File: config.mk
export PLATFORM = sky130hd
export DESIGN_NAME = norm_shift_seq_flat
export DESIGN_NICKNAME = d
export VERILOG_FILES = /design/src/rtl/norm_shift_if.sv /design/src/rtl/norm_shift_seq.sv /design/src/flat_wrapper.sv
export SDC_FILE = /design/constraint.sdc
export NUM_CORES = 1
export LEC_CHECK = 0
export CORE_ASPECT_RATIO = 1.2
export CORE_UTILIZATION = 42
export CTS_BUF_LIST = sky130_fd_sc_hd__clkbuf_4
export CTS_CLUSTER_DIAMETER = 30
export CTS_CLUSTER_SIZE = 40
export DETAILED_ROUTE_END_ITERATION = 7
export GPL_ROUTABILITY_DRIVEN = 0
export PLACE_DENSITY = 0.8
export SLEW_MARGIN = 0
export SYNTH_ARGS = -nofsm -noshare
export SYNTH_HDL_FRONTEND = slang
export SYNTH_SLANG_ARGS = --single-unit
export TNS_END_PERCENT = 5
File: constraint.sdc
create_clock -name clk -period 2 [get_ports clk]
set_input_delay 0.6 -clock clk [delete_from_list [all_inputs] [get_ports clk]]
set_output_delay 0.6 -clock clk [all_outputs]
set_load 0.01 [all_outputs]
File: src/rtl/norm_shift_if.sv
// Start/busy/done handshake between the MCU control logic and the sequential normalizer.
// The master is the controller and the slave is norm_shift_seq.
interface norm_shift_if;
  logic        start;
  logic        arith;
  logic [15:0] in_16;
  logic [15:0] out_16;
  logic [4:0]  count;
  logic        zero;
  logic        busy;
  logic        done;

  modport master (
    output start, arith, in_16,
    input  out_16, count, zero, busy, done
  );

  modport slave (
    input  start, arith, in_16,
    output out_16, count, zero, busy, done
  );
endinterface

File: src/rtl/norm_shift_seq.sv
// Sequential 16-bit normalizer: shifts the operand left one bit per clock until it is normalized.
// Define NORM_EARLY_ZERO_EN to send zero/all-sign operands straight from IDLE to DONE.
module norm_shift_seq (
  input  logic          clk,
  input  logic          rst,
  norm_shift_if.slave   bus
);

  typedef enum logic [1:0] {
    IDLE  = 2'd0,
    SHIFT = 2'd1,
    DONE  = 2'd2
  } state_t;

  state_t      state;
  logic [15:0] data;
  logic [4:0]  cnt;
  logic        mode;
  logic        zero_r;
  logic        busy_r;
  logic        done_r;

  logic        in_zero;
  logic        stop;

  // NOTE: combinational blocks assign every output first, so no path can infer a latch.
  always_comb begin
    in_zero = (bus.in_16 == 16'h0000) || (bus.arith && (bus.in_16 == 16'hFFFF));
    stop    = 1'b0;
    if (mode) stop = (data[15] ^ data[14]) || (cnt == 5'd15);
    else      stop = data[15] || (cnt == 5'd16);
  end

  // NOTE: all state here updates with non-blocking assignments so every register samples pre-edge values.
  always_ff @(posedge clk or posedge rst) begin
    if (rst) begin
      state  <= IDLE;
      data   <= '0;
      cnt    <= '0;
      mode   <= 1'b0;
      zero_r <= 1'b0;
      busy_r <= 1'b0;
      done_r <= 1'b0;
    end else begin
      case (state)
        IDLE: begin
          done_r <= 1'b0;
          if (bus.start) begin
            mode   <= bus.arith;
            zero_r <= in_zero;
`ifdef NORM_EARLY_ZERO_EN
            if (in_zero) begin
              // A signed 0xFFFF ends as a lone sign bit after 15 logical shifts.
              data   <= (bus.arith && bus.in_16[15]) ? 16'h8000 : 16'h0000;
              cnt    <= bus.arith ? 5'd15 : 5'd16;
              done_r <= 1'b1;
              state  <= DONE;
            end else begin
              data   <= bus.in_16;
              cnt    <= '0;
              busy_r <= 1'b1;
              state  <= SHIFT;
            end
`else
            data   <= bus.in_16;
            cnt    <= '0;
            busy_r <= 1'b1;
            state  <= SHIFT;
`endif
          end
        end

        SHIFT: begin
          if (stop) begin
            busy_r <= 1'b0;
            done_r <= 1'b1;
            state  <= DONE;
          end else begin
            data <= {data[14:0], 1'b0};
            cnt  <= cnt + 5'd1;
          end
        end

        DONE: begin
          done_r <= 1'b0;
          state  <= IDLE;
        end

        default: state <= IDLE;
      endcase
    end
  end

  assign bus.out_16 = data;
  assign bus.count  = cnt;
  assign bus.zero   = zero_r;
  assign bus.busy   = busy_r;
  assign bus.done   = done_r;

endmodule
File: src/flat_wrapper.sv
// flat-port wrapper written by rule: the top's interface ports become plain ports
module norm_shift_seq_flat 
  (clk, rst, bus_start, bus_arith, bus_in_16, bus_out_16, bus_count, bus_zero, bus_busy, bus_done);
  norm_shift_if bus_i ();
  input  logic clk;
  input  logic rst;
  input wire logic [$bits(bus_i.start)-1:0] bus_start;
  input wire logic [$bits(bus_i.arith)-1:0] bus_arith;
  input wire logic [$bits(bus_i.in_16)-1:0] bus_in_16;
  output wire logic [$bits(bus_i.out_16)-1:0] bus_out_16;
  output wire logic [$bits(bus_i.count)-1:0] bus_count;
  output wire logic [$bits(bus_i.zero)-1:0] bus_zero;
  output wire logic [$bits(bus_i.busy)-1:0] bus_busy;
  output wire logic [$bits(bus_i.done)-1:0] bus_done;
  assign bus_i.start = bus_start;
  assign bus_i.arith = bus_arith;
  assign bus_i.in_16 = bus_in_16;
  assign bus_out_16 = bus_i.out_16;
  assign bus_count = bus_i.count;
  assign bus_zero = bus_i.zero;
  assign bus_busy = bus_i.busy;
  assign bus_done = bus_i.done;
  norm_shift_seq u_core (.clk(clk), .rst(rst), .bus(bus_i));
endmodule
==> run summary, run 1 <==
The tools report the final number of hold-violating endpoints as 0. In this run the static leakage power is 0.9926 nW. The global-route wire length before repair came out at 5706 microns. The number of synthesized flops with an enable pin works out to 0. The die boundary width came out at 53.28 microns. The number of ports placed on the die boundary is 44. The gate count of the mapped netlist was 116. The nature of the critical path endpoint is a flop.

TritonCTS built the clock tree. In this run the critical register-to-register path is captured at u_core.bus.count[2]. The cell depth of the worst flop-to-flop path came out at 7. In the final layout, the multi-input gates occupy 644.4 sq um. The tools report the layout filler cell count as 218. The origin of the worst min-delay path is u_core.bus.busy. The max-slew headroom at the worst pin was 0.7677; the detailed placement HPWL was 2497 microns. In this run the register-to-register setup slack is 0.05 ns. In this run the cell area measured after placement is 1863 sq um. Ranked by instance count, the synthesized netlist is headed by sky130_fd_sc_hd__dfrtp_1 (27), sky130_fd_sc_hd__a21o_1 (15), sky130_fd_sc_hd__a22o_1 (15). The via count of the first global-routing pass was 1,251; the actual slew at the worst max-slew pin was 0.3442 ns.

For hold timing, the worst endpoint is u_core.bus.busy. The initial antenna violation count was 0. The async set-or-reset flop fraction in the synthesized netlist came out at 1.000.

At the later pin of the worst-skew pair, clock insertion delay measures 0.32 ns. For this run, the slowest stage of the critical path takes 0.42 ns. In the final layout, flip-flops and latches occupy 676.9 sq um. The cell sitting at the root of the clock tree is a sky130_fd_sc_hd__clkbuf_4. Counting along the longest clock path gives a buffer depth of 2. The total overflow left after global routing is 0. Share of the clock period used by the worst path after layout: 0.9755.

The peak fanout along the critical path is 6. The run gives 0 as the number of slew-limit violations in the final report. In the final routed layout, each cell accounts on average for 17.74 microns. For this design, the slowest cell found on the critical path is sky130_fd_sc_hd__dfrtp_1. Dividing total power by cell area gives a power density of 1454 nW/um^2. Together, buffers and inverters on the worst path number 0.

The floorplan step defined a die boundary enclosing 3385 sq um. Library cell with the largest summed area after synthesis: sky130_fd_sc_hd__dfrtp_1. Core area: 2890 sq um. The area growth from synthesis to layout is 53.82%.

The final design area excluding fillers was 2038 sq um; the worst endpoint required time was 2.22 ns. Among all cell types in the netlist, the one instantiated most often is sky130_fd_sc_hd__dfrtp_1. The critical path start-end classification is reg2reg. In this run, synthesis produced a sequential element count of 27. The effective utilization at floorplan is 0.4584, and the clock net sink count is 27. The average instance in the mapped netlist occupies 11.42 sq um.

The run gives 0.2271 as the global-route usage over all layers. The iteration-0 DRC count of the detailed router is 29. The highest ir drop seen on vdd came out at 856.1 uV. The worst register-to-register path begins at u_core.bus.count[0]. The H-tree level count was 1; the number of maximum-capacitance constraint violations was 0.

Among all flip-flop cells after synthesis, the most frequent one is sky130_fd_sc_hd__dfrtp_1. The instance count along the most critical hold path was 1. After detailed routing, the number of remaining DRC violations is 0. The share of the synthesized area in the top cell type was 0.5099; the proportion of layout cells with a drive suffix above 1 was 0.1676. The run gives 1325 sq um as the cell area after technology mapping. Ranked by total cell area, the synthesized netlist is headed by sky130_fd_sc_hd__dfrtp_1 (51%), sky130_fd_sc_hd__a22o_1 (9.9%), sky130_fd_sc_hd__a21o_1 (8.5%).

STA classifies the critical path startpoint as a flop. Clock skew on the completed layout was measured at 0.001759 ns. Total of endpoints with negative setup slack in the final report: 0. The post-detailed-route count of antenna-violating nets is 0. For this block, the via count after detailed routing is 1,188.

The clock-pin slew reported for the worst setup and hold paths after clock tree synthesis was 0.14 ns. The worst hold path belongs to the class reg2reg. Setup repair after global routing could not meet its margin everywhere. The run gives 0 ns as the final setup TNS.

At the end of the flow, the number of nets in the layout was 197. For the wire length reported by the detailed router, the log shows 3673 microns. The run finished with clean final reports. The logs give 0 for the number of antenna cells inserted and 512.6 MHz for the timing-limited maximum frequency. The run gives 21 as the number of rows created at floorplan.

The run gives 139 as the net count of the mapped netlist. In this run the tool buffered the top-level ports with 43 buffer cells. The maximum number of pins on one net before global-route repair is 28, and the minimum period implied by the final worst setup slack is 1.951 ns. The first detailed-routing pass ran for 5 iterations. After detailed routing, the number of vias per cell comes to 5.739. Grouping stages by cell kind, the critical path spends the most delay in compound AO/OA/AOI/OAI gates.

The post-layout utilization of the core was 0.7052; the height of the die was 63.53 microns. Buffers inserted during clock tree synthesis total 3. The Yosys warning count came out at 0. The post-synthesis sequential area ratio was 0.5099; the critical path depth was 7. The synthesized netlist contains 31 unique library cells.

The signal on the critical path passes through ha_2, and3_4, ha_4, nand4bb_4, o2bb2ai_4, nor2_4, a221o_1. The run gives 2.17 ns as the arrival time at the worst endpoint.
==> metal layers <==
layer  GRT usage  routed length (microns)
met5           0                        0
met3     0.04348                      187
met4     0.07237                       16
met1      0.2912                     1492
met2      0.3734                     1976
==> power by group <==
| part | switching [mW] | total [mW] | internal [mW] |
|---|---|---|---|
| logic | 0.715 | 1.72 | 1.00 |
| registers | 0.223 | 1.01 | 0.785 |
| clock network | 0.160 | 0.235 | 0.0749 |
==> kinds of logic after synthesis <==
logic type / synth area share
buffers and inverters: 0.04061
DFF: 0.5099
adders and majority gates: 0.02833
xor gates and xnor gates: 0.006611
and+or+nand+nor: 0.1586
AOI/OAI and AO/OA: 0.2399
muxes: 0.01605
==> what timing repair did <==
action                     4_1_cts  5_1_grt
pin swaps                        5        7
cloned                           1        1
buffers inserted                 2        3
gates resized for setup          6        9
setup endpoints to repair       17       23
hold buffers                     0        0
==> layout by cell type, fill, tap and decap left out, types with 3 or more instances in the layout <==
master | Yosys | routed
sky130_fd_sc_hd__clkdlybuf4s50_1 | 0 | 40
sky130_fd_sc_hd__buf_6 | 0 | 4
sky130_fd_sc_hd__nor4_1 | 5 | 5
sky130_fd_sc_hd__nand4_1 | 5 | 5
sky130_fd_sc_hd__clkbuf_4 | 0 | 3
sky130_fd_sc_hd__inv_1 | 7 | 7
sky130_fd_sc_hd__dlymetal6s2s_1 | 0 | 3
sky130_fd_sc_hd__buf_4 | 1 | 7
sky130_fd_sc_hd__dfrtp_1 | 27 | 26
sky130_fd_sc_hd__nand2_1 | 7 | 7
sky130_fd_sc_hd__a22o_1 | 15 | 15
sky130_fd_sc_hd__buf_12 | 0 | 3
sky130_fd_sc_hd__a21o_1 | 15 | 15
==> through the flow <==
stage | cells | hold slack (ns) | setup WS (ns) | total power [mW]
finish | 207 | 0.4909 | 0.04902 | 2.963
global route | 207 | 0.5229 | -0.01985 | 3.150
CTS | 204 | 0.4975 | 0.006216 | 2.930
detailed placement | 197 | 0.4655 | -0.06317 | 2.499
global placement | 197 | 0.4628 | -0.005203 | 2.437
floorplan | 116 | 0.5126 | 0.05380 | 1.729
==> sequential cells by signal, summed over array words and instances, names as in the netlist <==
register and count:
u_core.bus.out_16 16, u_core.bus.count 5, u_core.bus.busy 1, u_core.bus.zero 1, u_core.bus.done 1, u_core.state 2
u_core.mode 1
==> cell type report <==
type / count / area share
inverter: 7 / 0.01289
timing repair buffer: 58 / 0.3045
sequential: 27 / 0.3321
multi-input combinational: 77 / 0.3161
tap: 34 / 0.02087
clock buffer: 3 / 0.01105
clock inverter: 1 / 0.002455
==> worst max-delay path by stage <==
stage	startpoint	endpoint	slack [ns]
after CTS	u_core.bus.count[0]	bus_count[0]	0.006
after floorplan	u_core.bus.count[0]	u_core.bus.count[2]	0.05
after global routing	u_core.bus.count[0]	u_core.bus.count[2]	-0.02
final	u_core.bus.count[0]	u_core.bus.count[2]	0.05
after global placement	bus_start	u_core.bus.out_16[11]	-0.005
after detailed placement	bus_start	u_core.bus.count[2]	-0.06
Power figures use the tool's default switching activity.
==> run 2, diff against run 1 <==
- CAP_MARGIN: default -> 25
==> results of run 2 <==
No change in the layout: final DEF, timing and power equal those of run 1.
==> run 3, diff against run 2 <==
- GPL_TIMING_DRIVEN: default -> 1
==> results of run 3 <==
No change in the layout: final DEF, timing and power equal those of run 1.
